`src/rtl/uart_rx_gen.sv`:
```
// UART receiver with 16x oversampling, 3-sample majority voting, optional parity,
// configurable stop bits and a first-word-fall-through receive FIFO.
//
// state     | meaning
// IDLE      | line high, waiting for a falling edge
// START     | validating start bit (false start returns to IDLE)
// DATA      | shifting in DATA_BITS bits, LSB first
// PARITY    | sampling the parity bit
// STOP      | sampling stop bits; word written at tick 9 of the last one
// WAIT_IDLE | line still low after a frame (break), waiting for high
module uart_rx_gen #(
   parameter int DATA_BITS  = 8,
   parameter int STOP_BITS  = 1,
   parameter int FIFO_DEPTH = 4
) (
   input  logic                          Clock,
   input  logic                          Reset,
   input  logic                          DataTx,
   input  logic [1:0]                    ParityType,
   input  logic [15:0]                   BaudDiv,
   input  logic                          ReadEn,
   input  logic                          ClearOverrun,
   output logic [DATA_BITS-1:0]          Data,
   output logic                          DataValid,
   output logic                          ParityError,
   output logic                          FrameError,
   output logic                          Overrun,
   output logic                          Busy,
   output logic [$clog2(FIFO_DEPTH):0]   FifoCount
);

   localparam int AW = $clog2(FIFO_DEPTH);
   localparam int CW = AW + 1;
   localparam logic [3:0]    DATA_LAST = 4'(DATA_BITS - 1);
   localparam logic [3:0]    STOP_LAST = 4'(STOP_BITS - 1);
   localparam logic [CW-1:0] FULL_CNT  = CW'(FIFO_DEPTH);

   typedef enum logic [2:0] {IDLE, START, DATA, PARITY, STOP, WAIT_IDLE} state_t;

   state_t               state, state_nxt;
   logic [1:0]           sync_q;
   logic                 line;
   logic [15:0]          pre_cnt;
   logic [15:0]          div_lat;
   logic [15:0]          eff_div;
   logic [1:0]           par_type_lat;
   logic [3:0]           tick_cnt;
   logic [3:0]           bit_cnt;
   logic [1:0]           samp;
   logic [DATA_BITS-1:0] shreg;
   logic                 par_acc;
   logic                 fe_acc;
   logic                 active;
   logic                 tick;
   logic                 bit_mid;
   logic                 bit_end;
   logic                 maj;
   logic                 par_on;
   logic                 par_err;
   logic                 wr_en;
   logic                 wr_pe;
   logic                 wr_fe;

   logic [DATA_BITS-1:0] mem_data [FIFO_DEPTH];
   logic                 mem_pe   [FIFO_DEPTH];
   logic                 mem_fe   [FIFO_DEPTH];
   logic [AW-1:0]        wr_ptr;
   logic [AW-1:0]        rd_ptr;
   logic [CW-1:0]        count;
   logic                 full;
   logic                 rd_do;
   logic                 wr_do;
   logic                 ovr_set;
   logic                 ovr;

   always_ff @(posedge Clock or posedge Reset) begin
      if (Reset) begin
         sync_q <= 2'b11;
      end else begin
         sync_q <= {sync_q[0], DataTx};
      end
   end

   assign line    = sync_q[1];
   assign eff_div = (BaudDiv == 16'd0) ? 16'd1 : BaudDiv;
   assign active  = (state != IDLE) && (state != WAIT_IDLE);
   assign tick    = active && (pre_cnt == 16'd0);
   assign bit_mid = tick && (tick_cnt == 4'd9);
   assign bit_end = tick && (tick_cnt == 4'd15);
   // samp[0]/samp[1] hold ticks 7/8; the live line is the tick-9 sample
   assign maj     = (samp[0] & samp[1]) | (samp[0] & line) | (samp[1] & line);
   assign par_on  = par_type_lat[0] ^ par_type_lat[1];
   assign par_err = par_on && ((par_type_lat == 2'b01) ? ~par_acc : par_acc);

   always_ff @(posedge Clock or posedge Reset) begin
      if (Reset) begin
         state <= IDLE;
      end else begin
         state <= state_nxt;
      end
   end

   always_comb begin
      state_nxt = state;
      wr_en     = 1'b0;
      wr_pe     = 1'b0;
      wr_fe     = 1'b0;
      case (state)
         IDLE: begin
            if (!line) state_nxt = START;
         end
         START: begin
            if (bit_mid && maj)  state_nxt = IDLE;
            else if (bit_end)    state_nxt = DATA;
         end
         DATA: begin
            if (bit_end && (bit_cnt == 4'd0)) state_nxt = par_on ? PARITY : STOP;
         end
         PARITY: begin
            if (bit_end) state_nxt = STOP;
         end
         STOP: begin
            if (bit_mid && (bit_cnt == 4'd0)) begin
               wr_en     = 1'b1;
               wr_pe     = par_err;
               wr_fe     = fe_acc | ~maj;
               state_nxt = line ? IDLE : WAIT_IDLE;
            end
         end
         WAIT_IDLE: begin
            if (line) state_nxt = IDLE;
         end
         default: state_nxt = IDLE;
      endcase
   end

   always_ff @(posedge Clock or posedge Reset) begin
      if (Reset) begin
         pre_cnt      <= 16'd0;
         div_lat      <= 16'd1;
         par_type_lat <= 2'b00;
         tick_cnt     <= 4'd0;
         bit_cnt      <= 4'd0;
         samp         <= 2'b11;
         shreg        <= '0;
         par_acc      <= 1'b0;
         fe_acc       <= 1'b0;
      end else if (state == IDLE) begin
         if (!line) begin
            div_lat      <= eff_div;
            par_type_lat <= ParityType;
            pre_cnt      <= eff_div - 16'd1;
            tick_cnt     <= 4'd0;
            par_acc      <= 1'b0;
            fe_acc       <= 1'b0;
         end
      end else if (tick) begin
         pre_cnt  <= div_lat - 16'd1;
         tick_cnt <= tick_cnt + 4'd1;
         if (tick_cnt == 4'd7) samp[0] <= line;
         if (tick_cnt == 4'd8) samp[1] <= line;
         if (bit_mid) begin
            case (state)
               DATA: begin
                  shreg   <= {maj, shreg[DATA_BITS-1:1]};
                  par_acc <= par_acc ^ maj;
               end
               PARITY:  par_acc <= par_acc ^ maj;
               STOP:    if (!maj) fe_acc <= 1'b1;
               default: ;
            endcase
         end
         if (bit_end) begin
            case (state)
               START:   bit_cnt <= DATA_LAST;
               DATA:    bit_cnt <= (bit_cnt == 4'd0) ? STOP_LAST : bit_cnt - 4'd1;
               PARITY:  bit_cnt <= STOP_LAST;
               STOP:    bit_cnt <= bit_cnt - 4'd1;
               default: ;
            endcase
         end
      end else if (active) begin
         pre_cnt <= pre_cnt - 16'd1;
      end
   end

   assign full    = (count == FULL_CNT);
   assign rd_do   = ReadEn && (count != '0);
   assign wr_do   = wr_en && (!full || rd_do);
   assign ovr_set = wr_en && full && !rd_do;

   always_ff @(posedge Clock or posedge Reset) begin
      if (Reset) begin
         for (int i = 0; i < FIFO_DEPTH; i++) begin
            mem_data[i] <= '0;
            mem_pe[i]   <= 1'b0;
            mem_fe[i]   <= 1'b0;
         end
         wr_ptr <= '0;
         rd_ptr <= '0;
         count  <= '0;
         ovr    <= 1'b0;
      end else begin
         if (wr_do) begin
            mem_data[wr_ptr] <= shreg;
            mem_pe[wr_ptr]   <= wr_pe;
            mem_fe[wr_ptr]   <= wr_fe;
            wr_ptr           <= wr_ptr + AW'(1);
         end
         if (rd_do) rd_ptr <= rd_ptr + AW'(1);
         case ({wr_do, rd_do})
            2'b10:   count <= count + CW'(1);
            2'b01:   count <= count - CW'(1);
            default: ;
         endcase
         // a same-cycle set wins over the clear
         if (ClearOverrun) ovr <= 1'b0;
         if (ovr_set)      ovr <= 1'b1;
      end
   end

   assign Data        = mem_data[rd_ptr];
   assign ParityError = mem_pe[rd_ptr];
   assign FrameError  = mem_fe[rd_ptr];
   assign DataValid   = (count != '0);
   assign Overrun     = ovr;
   assign Busy        = (state != IDLE);
   assign FifoCount   = count;

endmodule
```
`config.mk`:
```
export PLATFORM = sky130hd
export DESIGN_NAME = uart_rx_gen
export DESIGN_NICKNAME = d
export VERILOG_FILES = /design/src/rtl/uart_rx_gen.sv
export SDC_FILE = /design/constraint.sdc
export NUM_CORES = 1
export LEC_CHECK = 0
export ABC_AREA = 0
export CAP_MARGIN = 0
export CORE_MARGIN = 5
export CORE_UTILIZATION = 36
export CTS_CLUSTER_SIZE = 24
export DETAILED_ROUTE_END_ITERATION = 8
export GPL_TIMING_DRIVEN = 0
export PLACE_DENSITY = 0.65
export SLEW_MARGIN = 25
export SYNTH_ARGS = -nofsm -noshare
export SYNTH_HDL_FRONTEND = slang
export SYNTH_SLANG_ARGS = --single-unit
```
`constraint.sdc`:
```
create_clock -name Clock -period 4.79 [get_ports Clock]
set_input_delay 0.958 -clock Clock [delete_from_list [all_inputs] [get_ports Clock]]
set_output_delay 0.958 -clock Clock [all_outputs]
set_load 0.03 [all_outputs]
```
==> flow_summary.toml <==
[critical_path]
slowest_delay_ns = 0.54
worst_ep_required_time_ns = 5.04
path_cells = "buf_6 -> nor3_4 -> clkinv_1 -> clkbuf_8 -> clkbuf_1 -> a221oi_1 -> ha_1 -> o211ai_1 -> a31oi_1 -> nor3b_1 -> nand4_1 -> xor2_1 -> mux2_2"
critPathMaxFanout = 10
r2r_start = "state[2]$_DFFE_PP0P_"
criticalPathCategory = "register to register"
r2r_slack_ns = 0.58
cpMaxStageDelayCell = "nor3b_1"
cp-startpoint = "state[2]$_DFFE_PP0P_"
rr_worst_depth = 13
cp.arrival_ns = 4.46
worst_r2r_endpoint = "pre_cnt[14]$_DFFE_PP0P_"
crit_path_end = "pre_cnt[14]$_DFFE_PP0P_"
critPathLaunchType = "register"
cp-end-kind = "register"

[detailed_routing]
drcViolationCount = 0
drtIter0Drc = 265
wl_um = 13300
wl_per_cell_um = 16.4
antenna_left = 0
routed_via_density = 5.29
drt_first_pass_iters = 5
dr_total_vias = 4307

[clock_tree]
cts.repair.resized = 0
cts_root_buf = "clkbuf_16"
clk-insertion-delay-late_ns = 0.36
tritoncts = "yes"
cts-htree-levels = 3
cts_setup_buffers = 0
clkTransAtPathRegs_ns = 0.07
clock_path_buffers = 2
clock_sinks = 107
ctsHoldBuffers = 0
cts_buffers = 9

[timing]
whs_ns = 0.358
clock_skew_ns = 0.0107
slew_headroom_pct = 44.7
hold_violations = 0
setup_viol = 0
fmax_mhz = 238
finalCritPeriodShare_pct = 87.8
fin_crit_ns = 4.21
finalMaxSlewViolations = 0
tightest_slew_ns = 0.830
rsz0062_at_grt = "no"

[logic_synthesis]
ys_async_sr_fraction_pct = 100
ys_types = 68
avgSynthCellArea_um2 = 10.6
synthFlopType = "dfrtp_1"
synth_edf_count = 0
netlist_instances = 543
ys_ff_latch = 107
synth-seq-area-share_pct = 46.4
netlist_area_um2 = 5780
ys_warn_count = 0
syn_nets = 579

[floorplanning]
core_um2 = 15800
pin_count = 39
die_y_um = 137
dieArea_um2 = 18700
initial_core_util_pct = 36.5
chipWidth_um = 137
rows = 46

[global_routing]
groute.usage.overall_pct = 15.0
grtUsageMet2_pct = 25.0
grt_pass1_wl_um = 22300
gr-total-overflow = 0
grt.met3_usage_pct = 3.64
grt_util_met1_pct = 19.2
grt.busiest_layer = "met2"
antenna_found_initial = 0
grt_max_degree = 67
first_global_vias = 4437

[layout]
fin_area_um2 = 6760
layout-drive-gt1-share_pct = 20.4
n_fill_cell = 1509
multiInputGateArea_um2 = 2880
antenna_cells = 0
final_util_pct = 42.7
fin_cells = 814
final_nets = 629
seq_area_um2 = 2680
area_growth_pct = 16.8

[power]
p_leak_nw = 2.91
ir_worst_vdd_uv = 189
powerDensity_nw_per_um2 = 343

[placed_design]
dpl_cell_area_um2 = 6460
dpl.hpwl_um = 9520
place_inst = 798
gp_congestion = 0.843
port_buffers = 38

[outcome]
status = "finished clean"

[hold_path]
min_from = "sync_q[0]$_DFF_PP1_"
hold_class = "register to register"

[run]
cap_violations = 0
==> synthesized netlist by cell type, types with 3 or more instances <==
master / instances / area, µm²
buf_6: 4 / 45.0
nor2b_1: 4 / 25.0
nor3_1: 14 / 70.1
xor2_1: 11 / 96.3
or2_2: 4 / 25.0
o21ai_0: 30 / 150
o22ai_1: 4 / 25.0
clkbuf_1: 13 / 48.8
mux2_2: 59 / 664
a31oi_1: 6 / 37.5
nor2_1: 50 / 188
o31ai_1: 8 / 60.1
inv_1: 20 / 75.1
mux4_2: 10 / 225
a21oi_1: 25 / 125
a211oi_1: 4 / 30.0
nand3_1: 10 / 50.1
clkbuf_8: 3 / 41.3
or3_1: 4 / 25.0
dfstp_2: 5 / 131
ha_1: 12 / 150
and2_1: 5 / 31.3
nand2_2: 4 / 25.0
nor4_1: 6 / 37.5
dfrtp_1: 102 / 2550
nand2b_1: 5 / 31.3
nand2_1: 53 / 199
xnor2_1: 9 / 78.8
mux2i_1: 4 / 40.0
o211ai_1: 4 / 30.0
nand4_1: 5 / 31.3
==> worst min path at each step <==
| stage | slack, ns | end | cells after the start |
|---|---|---|---|
| finish | 0.36 | sync_q[1]$_DFF_PP1_ | 0 |
| global route | 0.36 | sync_q[1]$_DFF_PP1_ | 0 |
| CTS | 0.36 | sync_q[1]$_DFF_PP1_ | 0 |
| detailed placement | 0.35 | sync_q[1]$_DFF_PP1_ | 0 |
| global placement | 0.35 | sync_q[1]$_DFF_PP1_ | 0 |
| floorplan | 0.35 | sync_q[1]$_DFF_PP1_ | 0 |
==> placed cells by master (no fill, tap or decap), types with 5 or more instances in the layout <==
master / synthesis / layout
dfrtp_1: 102 / 102
mux2_2: 59 / 59
nand2_1: 53 / 53
nor2_1: 50 / 50
clkdlybuf4s50_1: 0 / 38
o21ai_0: 30 / 30
a21oi_1: 25 / 25
inv_1: 20 / 19
clkbuf_1: 13 / 15
nor3_1: 14 / 14
ha_1: 12 / 12
xor2_1: 11 / 11
nand3_1: 10 / 10
mux4_2: 10 / 10
xnor2_1: 9 / 9
clkbuf_16: 0 / 9
o31ai_1: 8 / 8
nor4_1: 6 / 6
a31oi_1: 6 / 6
and2_1: 5 / 5
nand2b_1: 5 / 5
nand4_1: 5 / 5
dfstp_2: 5 / 5
==> power breakdown <==
group	internal, mW	leakage, nW	switching (mW)
registers	0.982	1.37	0.0976
logic	0.230	1.40	0.292
clock network	0.372	0.131	0.346
==> worst max-delay path, delay by kind of cell, from the launching register on <==
family,cells,cell delay (ns)
AOI/OAI and AO/OA,3,0.85
adders and majority gates,1,0.26
muxes,1,0.26
xor gates and xnor gates,1,0.21
buffers and inverters,4,1.04
DFF,1,0.38
and+or+nand+nor,3,1.11
==> per-stage QoR <==
stage	setup TNS [ns]	worst slack, ns	total power, mW
global placement	-49.91	-0.496	1.60
floorplan	0	1.02	1.46
global route	0	0.247	2.44
finish	0	0.583	2.32
CTS	0	0.555	2.35
detailed placement	0	0.354	1.62
==> final cells by class <==
class | instances | share of cell area [%]
plain buffers | 22 | 2.13
clock buffers | 12 | 3.65
clock inverters | 4 | 0.519
inverters | 21 | 1.24
multi-input cells | 393 | 42.7
flip-flops and latches | 107 | 39.7
well taps | 216 | 4.00
repair buffers | 39 | 6.04
==> routing by layer <==
layer	up-vias	wire length [µm]
met5	-	0
met1	2147	5860
met4	0	208
li1	2051	-
met2	95	6660
met3	14	583
==> flip-flops by register name, summed over array words and instances, names as in the netlist <==
register      count
samp              2
mem_pe            4
sync_q            2
tick_cnt          4
fe_acc            1
FifoCount         3
pre_cnt          16
div_lat          16
rd_ptr            2
mem_data         32
mem_fe            4
par_type_lat      2
wr_ptr            2
Overrun           1
bit_cnt           4
par_acc           1
state             3
shreg             8
==> logic make-up after synthesis <==
logic type	share of synthesized area [%]
AOI/OAI and AO/OA	10.6
xor gates and xnor gates	3.03
adders and majority gates	3.12
buffers and inverters	3.85
DFF	46.4
muxes	16.3
and+or+nand+nor	16.6
Note: power is estimated with default switching activity, not from simulation.
